==> src/rtl/uart_pkg.sv <==
// Shared UART constants and word type; the RX and TX FIFO instances take their defaults from here.
package uart_pkg;

    localparam int UART_DATA_W = 8;
    localparam int UART_ADDR_W = 4;

    typedef logic [UART_DATA_W-1:0] uart_word_t;

    function automatic int fifo_depth(input int addr_w);
        return 1 << addr_w;
    endfunction

endpackage

==> src/rtl/uart_fifo_mem.sv <==
// Storage array for the UART FIFO: one synchronous write port and one asynchronous read port, no reset.
module uart_fifo_mem #(
    parameter int DATA_W = 8,
    parameter int ADDR_W = 4
) (
    input  logic              UART_CLK,
    input  logic              wr_en,
    input  logic [ADDR_W-1:0] wr_addr,
    input  logic [DATA_W-1:0] wr_data,
    input  logic [ADDR_W-1:0] rd_addr,
    output logic [DATA_W-1:0] rd_data
);

    logic [DATA_W-1:0] mem [0:(1<<ADDR_W)-1];

    always_ff @(posedge UART_CLK) begin
        if (wr_en) begin
            mem[wr_addr] <= wr_data;
        end
    end

    assign rd_data = mem[rd_addr];

endmodule

==> src/rtl/uart_sync_fifo.sv <==
// Single-clock UART byte FIFO with occupancy, almost flags, sticky error flags, flush and FWFT/registered read.
module uart_sync_fifo
    import uart_pkg::*;
#(
    parameter int DATA_W   = UART_DATA_W,
    parameter int ADDR_W   = UART_ADDR_W,
    parameter int AF_LEVEL = 12,
    parameter int AE_LEVEL = 4,
    parameter bit FWFT     = 1'b1
) (
    input  logic              UART_CLK,
    input  logic              reset,
    input  logic              clear,
    input  logic              wr_en,
    input  logic [DATA_W-1:0] wr_data,
    input  logic              rd_en,
    output logic [DATA_W-1:0] rd_data,
    output logic              full,
    output logic              empty,
    output logic              almost_full,
    output logic              almost_empty,
    output logic [ADDR_W:0]   level,
    output logic              overflow,
    output logic              underflow
);

    localparam int              DEPTH   = fifo_depth(ADDR_W);
    localparam logic [ADDR_W:0] DEPTH_V = (ADDR_W+1)'(DEPTH);
    localparam logic [ADDR_W:0] AF_V    = (ADDR_W+1)'(AF_LEVEL);
    localparam logic [ADDR_W:0] AE_V    = (ADDR_W+1)'(AE_LEVEL);

    if (AF_LEVEL < 1 || AF_LEVEL > DEPTH) begin : g_bad_af_level
        $error("uart_sync_fifo: AF_LEVEL must lie in 1..2^ADDR_W");
    end
    if (AE_LEVEL < 0 || AE_LEVEL > DEPTH - 1) begin : g_bad_ae_level
        $error("uart_sync_fifo: AE_LEVEL must lie in 0..2^ADDR_W-1");
    end

    logic [ADDR_W:0]   wr_ptr;
    logic [ADDR_W:0]   rd_ptr;
    logic [DATA_W-1:0] mem_q;
    logic              rd_acc;
    logic              wr_acc;

    // Occupancy comes straight from the pointer difference; the wrap bit disambiguates full from empty.
    assign level        = wr_ptr - rd_ptr;
    assign empty        = (level == '0);
    assign full         = (level == DEPTH_V);
    assign almost_full  = (level >= AF_V);
    assign almost_empty = (level <= AE_V);

    assign rd_acc = rd_en & ~empty & ~clear;
    assign wr_acc = wr_en & (~full | rd_acc) & ~clear;

    uart_fifo_mem #(
        .DATA_W (DATA_W),
        .ADDR_W (ADDR_W)
    ) u_mem (
        .UART_CLK (UART_CLK),
        .wr_en    (wr_acc),
        .wr_addr  (wr_ptr[ADDR_W-1:0]),
        .wr_data  (wr_data),
        .rd_addr  (rd_ptr[ADDR_W-1:0]),
        .rd_data  (mem_q)
    );

    // A flush wins over any request in the same cycle and never raises an error flag.
    always_ff @(posedge UART_CLK or negedge reset) begin
        if (!reset) begin
            wr_ptr    <= '0;
            rd_ptr    <= '0;
            overflow  <= 1'b0;
            underflow <= 1'b0;
        end else if (clear) begin
            wr_ptr    <= '0;
            rd_ptr    <= '0;
            overflow  <= 1'b0;
            underflow <= 1'b0;
        end else begin
            if (wr_acc) begin
                wr_ptr <= wr_ptr + 1'b1;
            end
            if (rd_acc) begin
                rd_ptr <= rd_ptr + 1'b1;
            end
            if (wr_en && !wr_acc) begin
                overflow <= 1'b1;
            end
            if (rd_en && empty) begin
                underflow <= 1'b1;
            end
        end
    end

    if (FWFT) begin : g_fwft
        assign rd_data = empty ? '0 : mem_q;
    end else begin : g_registered
        logic [DATA_W-1:0] rd_q;

        always_ff @(posedge UART_CLK or negedge reset) begin
            if (!reset) begin
                rd_q <= '0;
            end else if (clear) begin
                rd_q <= '0;
            end else if (rd_acc) begin
                rd_q <= mem_q;
            end
        end

        assign rd_data = rd_q;
    end

endmodule

==> config.mk <==
export PLATFORM = sky130hd
export DESIGN_NAME = uart_sync_fifo
export DESIGN_NICKNAME = d
export VERILOG_FILES = /design/src/rtl/uart_pkg.sv /design/src/rtl/uart_fifo_mem.sv /design/src/rtl/uart_sync_fifo.sv
export SDC_FILE = /design/constraint.sdc
export NUM_CORES = 1
export LEC_CHECK = 0
export BUFFER_PORTS_ARGS = -buffer_cell sky130_fd_sc_hd__buf_4
export CORE_MARGIN = 2
export CORE_UTILIZATION = 28
export CTS_CLUSTER_SIZE = 20
export DETAILED_ROUTE_END_ITERATION = 8
export PLACE_DENSITY = 0.5
export SLEW_MARGIN = 5
export SYNTH_ARGS = -nofsm -noshare
export SYNTH_HDL_FRONTEND = slang
export SYNTH_SLANG_ARGS = --single-unit
==> constraint.sdc <==
create_clock -name UART_CLK -period 5.34 [get_ports UART_CLK]
set_input_delay 0.534 -clock UART_CLK [delete_from_list [all_inputs] [get_ports UART_CLK]]
set_output_delay 0.534 -clock UART_CLK [all_outputs]
set_load 0.03 [all_outputs]
Word level (Yosys, flattened, before mapping)
Memory sizes are Yosys's and may differ from the RTL's.
Index checks and enable logic that the tools add are counted.
Widths: inputs -> output; s select.
- add/sub/neg operators: 3
- $mul: 0
- div/mod/pow operators: 0
- magnitude comparators: 2
- equality and inequality tests: 1
- shift-type cells: 0
- muxes and demuxes: 11
- bitwise gates (word level): 8
- reduce and logical (&&, ||, !) cells: 8
- operators by type and width (operator ; count):
    $mux 5 ; 4
    $add 5x1->5 const B ; 2
    $mux 8 ; 1
    $reduce_bool 2->1 ; 4
    $mux 1 ; 6
    $eq 5x5->1 const B ; 1
    $ge 5x4->1 const B ; 1
    $le 5x3->1 const B ; 1
    $logic_not 5->1 ; 1
    $sub 5x5->5 ; 1
    $and 1x1->1 ; 4
    $not 1->1 ; 3
    $logic_and 1x1->1 ; 2
    $logic_not 1->1 ; 1
    $or 1x1->1 ; 1
- flip-flop bits (word level): 12
- bits in latches: 0
- RAM bits: 128
- bits in read-only memories: 0
- logic and storage cells: 38
- memories: 1
- memory list (memory ; words ; bits a word ; rd ports ; clocked after Yosys merged registers in ; write ports ; RTL line ; RTL):
    u_mem.mem ; 16 ; 8 ; 1 ; 0 ; 1 ; uart_fifo_mem.sv:14 ; logic [DATA_W-1:0] mem [0:(1<<ADDR_W)-1];

Longest topological paths before layout
- depth after elaboration: 12
- depth in mapped cells: 11
- mapped depth without buffers: 10

Hierarchy
From an unflattened synthesis, not the netlist that was laid out.
- cell total of the unflattened synthesis: 343
- area, all modules: 6033.3 µm²
- modules (own cells, without submodules) (module ; instances ; cells an instance ; area each (µm²) ; seq. area each (µm²)):
    uart_fifo_mem ; 1 ; 221 ; 4987.3 ; 3843.7
    uart_sync_fifo ; 1 ; 122 ; 1046.0 ; 300.3

Worst setup path after synthesis
No wires, ideal clock.
- path kind: register -> output
- start point: register rd_ptr[2]
- end point: output rd_data[0]
- arrival time: 3193 ps
- required time: 4806 ps
- path slack: 1613 ps
- stages on the path, launching flop included: 9
- buffers on the path: 2
- cell sequence: dfrtp_1 > clkbuf_1 > inv_2 > ha_1 > xnor2_1 > or2_4 > nor3_4 > buf_2 > a211oi_1
- cells in the longest elaborated chain, start to end: 3
- elaborated cells between the ends (all ways): 4
- those cells by class: add/sub: 1; mux: 1; reduce/logical: 1; memory: 1
- ends and longest elaborated chain (item ; RTL line ; RTL):
    start: declaration ; uart_sync_fifo.sv:40 ; logic [ADDR_W:0] rd_ptr;
    start signal: assignment ; uart_sync_fifo.sv:84 ; rd_ptr <= rd_ptr + 1'b1;
    $sub 5x5->5 ; uart_sync_fifo.sv:46 ; assign level = wr_ptr - rd_ptr;
    named net level[2] ; uart_sync_fifo.sv:22 ; output logic [ADDR_W:0] level,
    $logic_not 5->1 ; uart_sync_fifo.sv:47 ; assign empty = (level == '0);
    named net empty ; uart_sync_fifo.sv:19 ; output logic empty,
    $mux 8 ; uart_sync_fifo.sv:96 ; assign rd_data = empty ? '0 : mem_q;
    end: declaration ; uart_sync_fifo.sv:17 ; output logic [DATA_W-1:0] rd_data,
The timed path passes the listed nets, and every way through them passes these cells.

Worst setup path after layout
- start point: register rd_ptr[2]
- end point: output rd_data[7]
- cells in the longest elaborated chain, start to end: 3
- elaborated cells between the ends (all ways): 4
- those cells by class: add/sub: 1; mux: 1; reduce/logical: 1; memory: 1
- ends and longest elaborated chain (item ; RTL line):
    $sub 5x5->5 ; uart_sync_fifo.sv:46
    $logic_not 5->1 ; uart_sync_fifo.sv:47
    $mux 8 (*) ; uart_sync_fifo.sv:96
Mark *: on every way between the ends. The rest lies on a longest branch, timed or not.

==> impl_metrics.tcl <==
set metrics [dict create \
    status "complete, no violations" \
    fin_crit_sh 0.838 \
    r2r-end "u_mem.mem[8][2]" \
    synthTopCellsByCount "edfxtp_1 (128), mux4_2 (32), and3_1 (24), nand2_1 (24), dfrtp_1 (12)" \
    clock_tree.buffer_depth 2 \
    insertion_delay_ns 0.42 \
    diodes 0 \
    grt_start_max_net_pins 36 \
    yosysSeqAreaShare 0.702 \
    coreArea_sq_mm 0.0209 \
    grt_pass1_vias 3094 \
    syn_inst 331 \
    wl_met2_um 6000 \
    worst_slack_ns 0.867 \
    synth.top_cell.area_share 0.651 \
    startpoint_type "register" \
    dp.cells 623 \
    fmaxAchievable_mhz 224 \
    io_pins 32 \
    dr_wl_met3_um 518 \
    synth.most_common_cell "edfxtp_1" \
    layoutNonFillerInstCount 656 \
    wl_per_cell_um 19.2 \
    max_slew_margin 0.381 \
    postCtsSetupRepairBufs 0 \
    avgSynthCellArea_sq_um 17.8 \
    dp_slack_ns 1.27 \
    synth-warning-count 0 \
    end_kind "output port" \
    htreeDepth 4 \
    antenna_left 0 \
    nNetsFinal 391 \
    power.density_mw_per_mm2 489 \
    grt-ovfl-total 0 \
    leakagePower_nw 2.45 \
    r2r-start "rd_ptr[2]" \
    gr-usage-all-layers 0.121 \
    power_mw 3.43 \
    top_layer_used "met4" \
    routed_wl_um 12600 \
    vias_per_cell 4.65 \
    cts.sinks 140 \
    cts_made_buffers 17 \
    nFillCells 1987 \
    skew_ns 0.00824 \
    min_path_type "in -> reg" \
    regArea_sq_mm 0.00415 \
    critPathArrivalTime_ns 3.94 \
    r2r_cells 7 \
    ys_ff_latch 140 \
    die_x_um 149 \
    cts-root-buf "clkbuf_16" \
    vias 3053 \
    syn-num-nets 354 \
    crit_path_end "rd_data[7]" \
    area_growth_syn_to_layout_pct 18.8 \
    multi_input_area_sq_mm 0.00164 \
    finalHoldViolations 0 \
    ys_types 41 \
    grt_first_pass_wirelength_um 19000 \
    startpoint "rd_ptr[2]" \
    finalSetupTns_ns 0 \
    synthArstFlopShare 0.0857 \
    first_pass_iters 6 \
    start_util 0.283 \
    r2r_setup_slack_ns 1.69 \
    drc 0 \
    setup_violations 0 \
    place.gp.congestion 0.758 \
    crit_path_max_fanout 21 \
    drt_iter0_drc 202 \
    critical_path_class "reg -> out" \
    maxSlewViolCount 0 \
    synth_area_leaders "edfxtp_1 (65%), mux4_2 (12%), dfrtp_1 (5.1%), and3_1 (2.5%), ha_1 (1.9%)" \
    min_delay_path_depth 2 \
    syn_area_sq_mm 0.00590 \
    maxCapViolations 0 \
    synth_edf_count 128 \
    cts_resized 0 \
    io_buffers 31 \
    antenna_found_initial 0 \
    rsz0062_at_grt "false" \
    synthFlopType "edfxtp_1" \
    hpwl_um 8000 \
    cts_tree "done" \
    cp.required_ns 4.81 \
    die_area_sq_mm 0.0223 \
    rows 53 \
    peakVddDrop_mv 0.663 \
    yosysTopAreaCell "edfxtp_1" \
    tightest_slew_ns 0.929 \
    die_h_um 149 \
    post-route-min-period_ns 4.47 \
    clkSlewWorstSetupHoldPaths_ns 0.06 \
    drive_above_1_share 0.276 \
    wl_met1_um 5930 \
]
-- worst max-delay path, cell delays in order (launching register included) --
cell and delay (ns):
dfrtp_1 0.95, inv_2 0.36, ha_1 0.47, nand2b_1 0.08, a21oi_1 0.16, xor2_1 0.34, inv_2 0.12, nor3_4 0.71
a211oi_1 0.12, buf_4 0.22
-- worst min path at each step --
stage	from	to
2_1_floorplan	reset	overflow
3_3_place_gp	reset	underflow
3_5_place_dp	reset	underflow
4_1_cts	clear	wr_ptr[1]
5_1_grt	clear	wr_ptr[0]
6_report	clear	wr_ptr[0]
-- layer usage --
metal	vias up	GRT usage
li1	1392	-
met1	1595	0.163
met2	62	0.187
met3	4	0.0358
met4	0	0.0443
met5	-	0
-- stage by stage --
stage	util	area, sq um	hold WS [ns]
global placement	0.307	6410	0.389
CTS	0.336	7020	0.396
finish	0.336	7020	0.408
floorplan	-	5900	0.238
global route	0.336	7020	0.398
detailed placement	0.307	6410	0.393
-- sequential cells by signal, indices dropped and copies added, names as in the netlist --
name and count:
underflow 1, u_mem.mem 128, rd_ptr 5, wr_ptr 5
overflow 1
-- timing repair --
action / CTS / global route
hold endpoints to repair: 12 / 0
endpoints found under the setup margin: 0 / 0
hold buffers: 1 / 0
-- power by group --
part | switching (mW) | total, mW | internal, mW | leakage, nW
clock | 0.441 | 1.18 | 0.736 | 0.283
sequential | 0.0179 | 1.24 | 1.22 | 1.32
combinational | 0.624 | 1.02 | 0.393 | 0.847
-- cells in the final DEF, fill, tap and decap left out, drive strengths merged, types with 2 or more instances in the layout --
cell type,instances
a211oi,9
a31o,2
clkbuf,19
nand3,2
a21o,2
nand2b,4
mux4,32
clkinv,7
buf,33
nor3b,2
ha,9
o21ai,2
bufinv,3
nand4,2
clkinvlp,2
nand2,24
and3,24
xor2,4
edfxtp,128
nor3,5
mux2i,9
inv,10
dfrtp,12
or3,2
nor2,11
a21oi,10
-- cell type report --
cell class | instances | share of cell area
Clock buffer | 19 | 0.0617
Clock inverter | 13 | 0.0235
Inverter | 9 | 0.00482
Multi-Input combinational cell | 166 | 0.233
Sequential cell | 140 | 0.591
Tap cell | 275 | 0.0490
Timing Repair Buffer | 34 | 0.0367
-- cells by family after synthesis --
kind of cell               count (synthesis)  share of synthesized area
AOI/OAI and AO/OA                         29                     0.0345
xor gates and xnor gates                   5                    0.00869
adders and majority gates                 10                     0.0225
buffers and inverters                     25                     0.0208
DFF                                      140                      0.702
muxes                                     42                      0.139
and+or+nand+nor                           80                     0.0723
No activity file was read; power rests on OpenSTA's default activity.
